`config.mk`:
```
export PLATFORM = sky130hd
export DESIGN_NAME = pipe_stage_ctrl
export DESIGN_NICKNAME = d
export VERILOG_FILES = /design/src/rtl/pipe_ctrl_pkg.sv /design/src/rtl/wait_timer.sv /design/src/rtl/pipe_stage_ctrl.sv
export SDC_FILE = /design/constraint.sdc
export NUM_CORES = 1
export LEC_CHECK = 0
export BUFFER_PORTS_ARGS = -buffer_cell sky130_fd_sc_hd__buf_2
export CAP_MARGIN = 20
export CORE_ASPECT_RATIO = 0.8
export CORE_UTILIZATION = 34
export DETAILED_ROUTE_END_ITERATION = 8
export SLEW_MARGIN = 25
export SYNTH_ARGS = -nofsm -noshare
export SYNTH_HDL_FRONTEND = slang
export SYNTH_HIERARCHICAL = 1
export SYNTH_SLANG_ARGS = --single-unit
```
`constraint.sdc`:
```
create_clock -name clk -period 4.5 [get_ports clk]
set_input_delay 0.225 -clock clk [delete_from_list [all_inputs] [get_ports clk]]
set_output_delay 0.225 -clock clk [all_outputs]
set_load 0.05 [all_outputs]
```
`src/rtl/pipe_ctrl_pkg.sv`:
```
// Shared types for the pipeline stall/flush sequencer: FSM states, the
// enable/flush bundle and the decode used in RUN and on a memory ack.
package pipe_ctrl_pkg;

  typedef enum logic [1:0] {
    RUN      = 2'd0,
    MEM_WAIT = 2'd1,
    TRAP     = 2'd2
  } pipe_state_t;

  localparam int PIPE_TIMEOUT_DEFAULT = 255;

  typedef struct packed {
    logic en_pc;
    logic en_fd;
    logic en_de;
    logic en_em;
    logic en_mw;
    logic flush_fd;
    logic flush_de;
  } pipe_en_t;

  // A taken branch squashes the ID instruction, so it outranks a load-use stall.
  function automatic pipe_en_t run_decode(input logic branch_taken,
                                          input logic ld_use_hazard);
    pipe_en_t c;
    c.en_pc    = 1'b1;
    c.en_fd    = 1'b1;
    c.en_de    = 1'b1;
    c.en_em    = 1'b1;
    c.en_mw    = 1'b1;
    c.flush_fd = 1'b0;
    c.flush_de = 1'b0;
    if (branch_taken) begin
      c.flush_fd = 1'b1;
      c.flush_de = 1'b1;
    end else if (ld_use_hazard) begin
      c.en_pc    = 1'b0;
      c.en_fd    = 1'b0;
      c.flush_de = 1'b1;
    end
    return c;
  endfunction

endpackage

```
`src/rtl/wait_timer.sv`:
```
// Counts MEM_WAIT cycles; expired flags that the count has reached the
// configured timeout.
module wait_timer #(
  parameter int CNT_W          = 16,
  parameter int TIMEOUT_CYCLES = 255
) (
  input  logic clk,
  input  logic reset,
  input  logic load,
  input  logic inc,
  input  logic clr,
  output logic expired
);

  logic [CNT_W-1:0] count;

  // Clear has priority so an ack always leaves the counter at zero.
  always_ff @(posedge clk or posedge reset) begin
    if (reset)     count <= '0;
    else if (clr)  count <= '0;
    else if (load) count <= CNT_W'(1);
    else if (inc)  count <= count + CNT_W'(1);
  end

  assign expired = (count == CNT_W'(TIMEOUT_CYCLES));

endmodule

```
`src/rtl/pipe_stage_ctrl.sv`:
```
// Stall/flush sequencer for the 5-stage pipeline.
// Optional performance counters enabled by defining PIPE_STALL_PERF_EN.
module pipe_stage_ctrl
  import pipe_ctrl_pkg::*;
#(
  parameter int TIMEOUT_CYCLES = PIPE_TIMEOUT_DEFAULT,
  parameter int CNT_W          = 16
) (
  input  logic        clk,
  input  logic        reset,
  input  logic        ld_use_hazard,
  input  logic        branch_taken,
  input  logic        mem_req,
  input  logic        mem_ack,
  output logic        en_pc,
  output logic        en_fd,
  output logic        en_de,
  output logic        en_em,
  output logic        en_mw,
  output logic        flush_fd,
  output logic        flush_de,
  output logic        mem_busy,
`ifdef PIPE_STALL_PERF_EN
  output logic [31:0] stall_cycles,
  output logic [15:0] flush_events,
`endif
  output logic        mem_timeout
);

  pipe_state_t state, next_state;
  pipe_en_t    ctl;
  logic        busy, trapped;
  logic        tmr_load, tmr_inc, tmr_clr, tmr_expired;

  always_ff @(posedge clk or posedge reset) begin
    if (reset) state <= RUN;
    else       state <= next_state;
  end

  // Outputs depend on the live inputs so a stall freezes the same edge.
  always_comb begin
    next_state = state;
    ctl        = '0;
    busy       = 1'b0;
    trapped    = 1'b0;
    tmr_load   = 1'b0;
    tmr_inc    = 1'b0;
    tmr_clr    = 1'b0;
    case (state)
      RUN: begin
        if (mem_req && !mem_ack) begin
          next_state = MEM_WAIT;
          tmr_load   = 1'b1;
        end else begin
          ctl = run_decode(branch_taken, ld_use_hazard);
        end
      end
      MEM_WAIT: begin
        busy = 1'b1;
        if (mem_ack) begin
          ctl        = run_decode(branch_taken, ld_use_hazard);
          next_state = RUN;
          tmr_clr    = 1'b1;
        end else if (tmr_expired) begin
          next_state = TRAP;
        end else begin
          tmr_inc = 1'b1;
        end
      end
      TRAP: begin
        trapped = 1'b1;
      end
      default: begin
        next_state = RUN;
      end
    endcase
  end

  wait_timer #(
    .CNT_W          (CNT_W),
    .TIMEOUT_CYCLES (TIMEOUT_CYCLES)
  ) u_wait_timer (
    .clk     (clk),
    .reset   (reset),
    .load    (tmr_load),
    .inc     (tmr_inc),
    .clr     (tmr_clr),
    .expired (tmr_expired)
  );

  // Reset forces every control low regardless of the combinational decode.
  assign en_pc       = ctl.en_pc    & ~reset;
  assign en_fd       = ctl.en_fd    & ~reset;
  assign en_de       = ctl.en_de    & ~reset;
  assign en_em       = ctl.en_em    & ~reset;
  assign en_mw       = ctl.en_mw    & ~reset;
  assign flush_fd    = ctl.flush_fd & ~reset;
  assign flush_de    = ctl.flush_de & ~reset;
  assign mem_busy    = busy         & ~reset;
  assign mem_timeout = trapped      & ~reset;

`ifdef PIPE_STALL_PERF_EN
  always_ff @(posedge clk or posedge reset) begin
    if (reset) begin
      stall_cycles <= '0;
      flush_events <= '0;
    end else begin
      if (state != TRAP && !ctl.en_pc && stall_cycles != 32'hFFFF_FFFF)
        stall_cycles <= stall_cycles + 32'd1;
      if (ctl.flush_fd || ctl.flush_de)
        flush_events <= flush_events + 16'd1;
    end
  end
`endif

endmodule
```
==> summary.txt <==
main flop type after synthesis: dfrtp_1
CP dominant cell by count: nor2_1
cts repair resizes: 0
average size of a mapped cell: 9.41 µm²
Internal: 0.000273 W
R2R Setup Slk: 1700 ps
layout cell share with drive strength beyond 1: 0.225
Die Height: 52.7 µm
#FFs+latches synth: 18
pin count of the biggest net entering global routing: 17
via/cell ratio: 4.83
Final Instance Area: 1240 µm²
filler cell count in the final layout: 293
Post-Syn Area: 1090 µm²
global-route wire length before repair: 3710 µm
clk_lat worst skew: 250 ps
# diodes: 0
FF-to-FF path depth: 11
synth cell count leaders: nor2_1, dfrtp_1, xnor2_1
CP delay by family, top: simple AND/OR/NAND/NOR gates
Die Area: 3440 µm²
core area: 2890 µm²
Pwr per Cell Area: 316 nW/µm²
Worst Skew: 2.43 ps
initial antenna violation count: 0
post-synth cell types: 29
grt total ovfl: 0
Reg2Reg Launch Point: u_wait_timer/count[0]
status: completed
WP buf/inv: 0
routed wire length: 2010 µm
top-area cell type share of the netlist area: 0.413
WS Path Type: flip-flop to flip-flop
antenna viol nets, final: 0
clk root buf: clkbuf_8
worst flop-to-flop path endpoint: u_wait_timer/count[12]
GPL Wtd Cong: 0.851
PortBufs: 14
Avg WL per Cell: 12.0 µm
All-Layer GR Usage: 0.146
crit path max fanout: 7
number of hold violations in the final report: 0
hold_buf cts: 1
io pins: 15
Slowest-stage cell, CP: dfrtp_1
Die W: 65.3 µm
number of synthesized flops with an enable pin: 0
crit-path cells: ha_1 -> nand3_1 -> nor2_1 -> nand4_1 -> nor4_1 -> or2_2 -> nor2_1 -> nand2_1 -> nor4_2 -> xnor2_1 -> nor2_1
register area share after synthesis: 0.413
syn nets: 123
Tot Pwr: 0.000390 W
via count: 806
Sw Share: 0.300
hold path depth: 3
buffer levels on the longest clock path: 2
initial core utilization: 0.377
crit start category: flip-flop
Reg power frac: 0.474
Comb power frac: 0.199
leading post-synthesis cells by cell area: dfrtp_1, nor2_1, xnor2_1, nor4_2, xor2_1
post-layout util: 0.427
CP arrival: 2900 ps
TritonCTS Buffers: 3
Layout area overhead: 13.3%
area post-placement: 1170 µm²
post-layout net count: 137
Post-CTS Setup Bufs: 0
fin crit share: 0.621
Worst-Margin Slew: 865 ps
DRT Pass-1 Iters: 4
Pleak: 0.526 nW
CP Data Required Time: 4600 ps
vias in the first global route: 805
Worst path max stage delay: 420 ps
Ys Warns: 6
NetSw: 0.000117 W
CTS Sinks: 18
DRT iter0 DRCs: 23
setup total negative slack: 0 ps
Relative slew margins: 0.423
fin crit period: 2800 ps
# setup viols final: 0
count leader, synth: nor2_1
RSZ-0062 raised after global routing: no
DP HPWL: 1530 µm
Reg clk slew, reported paths: 60 ps
peak supply drop: 0.000227 V
HP Class: primary input to flip-flop
H-Tree Depth: 1
Final Max Tran Viols: 0
Hold Path End: state[1]
worst hold start: mem_ack
site row count: 17
Synth Instances: 116
Max Fclk: 0.358 GHz
Synth area leader: dfrtp_1
power share of the clock group: 0.328
TritonCTS clock tree: yes
max-cap viol count: 0
Remaining DRCs: 0
CP endpoint kind: flip-flop
Async SR Flop Fraction: 1.00
[through the flow]
stage,hold slack (ps),setup slack [ps],std cells
final,293,1700,167
after global routing,322,1440,167
after CTS,290,1730,167
after detailed placement,157,1740,162
after global placement,154,1830,162
after floorplan,-33.8,2110,116
[routing by layer]
| metal | part of all wire | track usage | vias up |
|---|---|---|---|
| met5 | 0 | 0 | - |
| met4 | 0.0085 | 0.0435 | 0 |
| met3 | 0.026 | 0.0457 | 5 |
| met2 | 0.45 | 0.225 | 6 |
| met1 | 0.51 | 0.196 | 380 |
| li1 | - | - | 415 |
[logic make-up (layout without fill, tap and decap cells)]
logic type / count (synthesis) / in the layout / synth area share
XOR/XNOR: 13 / 13 / 0.104
flip-flops: 18 / 18 / 0.413
AO/OA/AOI/OAI: 7 / 7 / 0.0723
buffers and inverters: 14 / 27 / 0.0619
AND/OR/NAND/NOR: 62 / 62 / 0.328
adder cells (fa/ha/maj): 1 / 1 / 0.0115
multiplexers: 1 / 1 / 0.00917
[worst reg2reg max path: stages (launching register included)]
cell and delay (ps):
dfrtp_1 420, ha_1 250, nand3_1 220, nor2_1 70
nand4_1 100, nor4_1 60, or2_2 290, nor2_1 420
nand2_1 240, nor4_2 360, xnor2_1 150, nor2_1 50
[placed cells by master, fill, tap and decap left out, drive strengths merged]
master,synthesis,final
a31o,1,1
o21bai,1,1
buf,4,14
xnor2,9,9
nand3,4,4
nand4,7,7
nand2,7,7
nand2b,3,3
nor3,6,6
a21oi,1,1
o21ai,1,1
a2111oi,1,1
xor2,4,4
or2,2,2
inv,8,8
nor4,8,8
dlygate4sd3,0,1
nor4b,1,1
o21ba,1,1
nor2,24,24
clkbuf,2,4
dfrtp,18,18
mux2i,1,1
a211o,1,1
ha,1,1
[how the worst max path moves through the flow]
stage / start / end / slack (ps) / depth (start not counted)
finish: u_wait_timer/count[0] / u_wait_timer/count[12] / 1700 / 11
global route: u_wait_timer/count[0] / u_wait_timer/count[12] / 1440 / 11
floorplan: state[0] / en_em / 2110 / 3
CTS: u_wait_timer/count[0] / u_wait_timer/count[12] / 1730 / 11
global placement: u_wait_timer/count[0] / u_wait_timer/count[12] / 1830 / 11
detailed placement: u_wait_timer/count[0] / u_wait_timer/count[12] / 1740 / 11
[state kept, by name, indices dropped and copies added (netlist names)]
name	count
state	2
u_wait_timer/count	16
[area by class of cell]
| cell class | count | area [µm²] | area share |
|---|---|---|---|
| sequential | 18 | 450 | 0.364 |
| timing repair buffer | 15 | 80.1 | 0.0648 |
| inverter | 8 | 30.0 | 0.0243 |
| multi-input combinational | 84 | 573 | 0.464 |
| clock buffer | 4 | 55.1 | 0.0445 |
| tap | 38 | 47.5 | 0.0385 |
[power by group through the flow]
stage	combinational [W]	sequential (W)	clock (W)
2_1_floorplan	0.0000650	0.000184	0
6_report	0.0000775	0.000185	0.000128
4_1_cts	0.0000791	0.000184	0.000133
3_3_place_gp	0.0000771	0.000186	0
5_1_grt	0.0000860	0.000187	0.000140
3_5_place_dp	0.0000783	0.000187	0
Power figures use the tool's default switching activity.
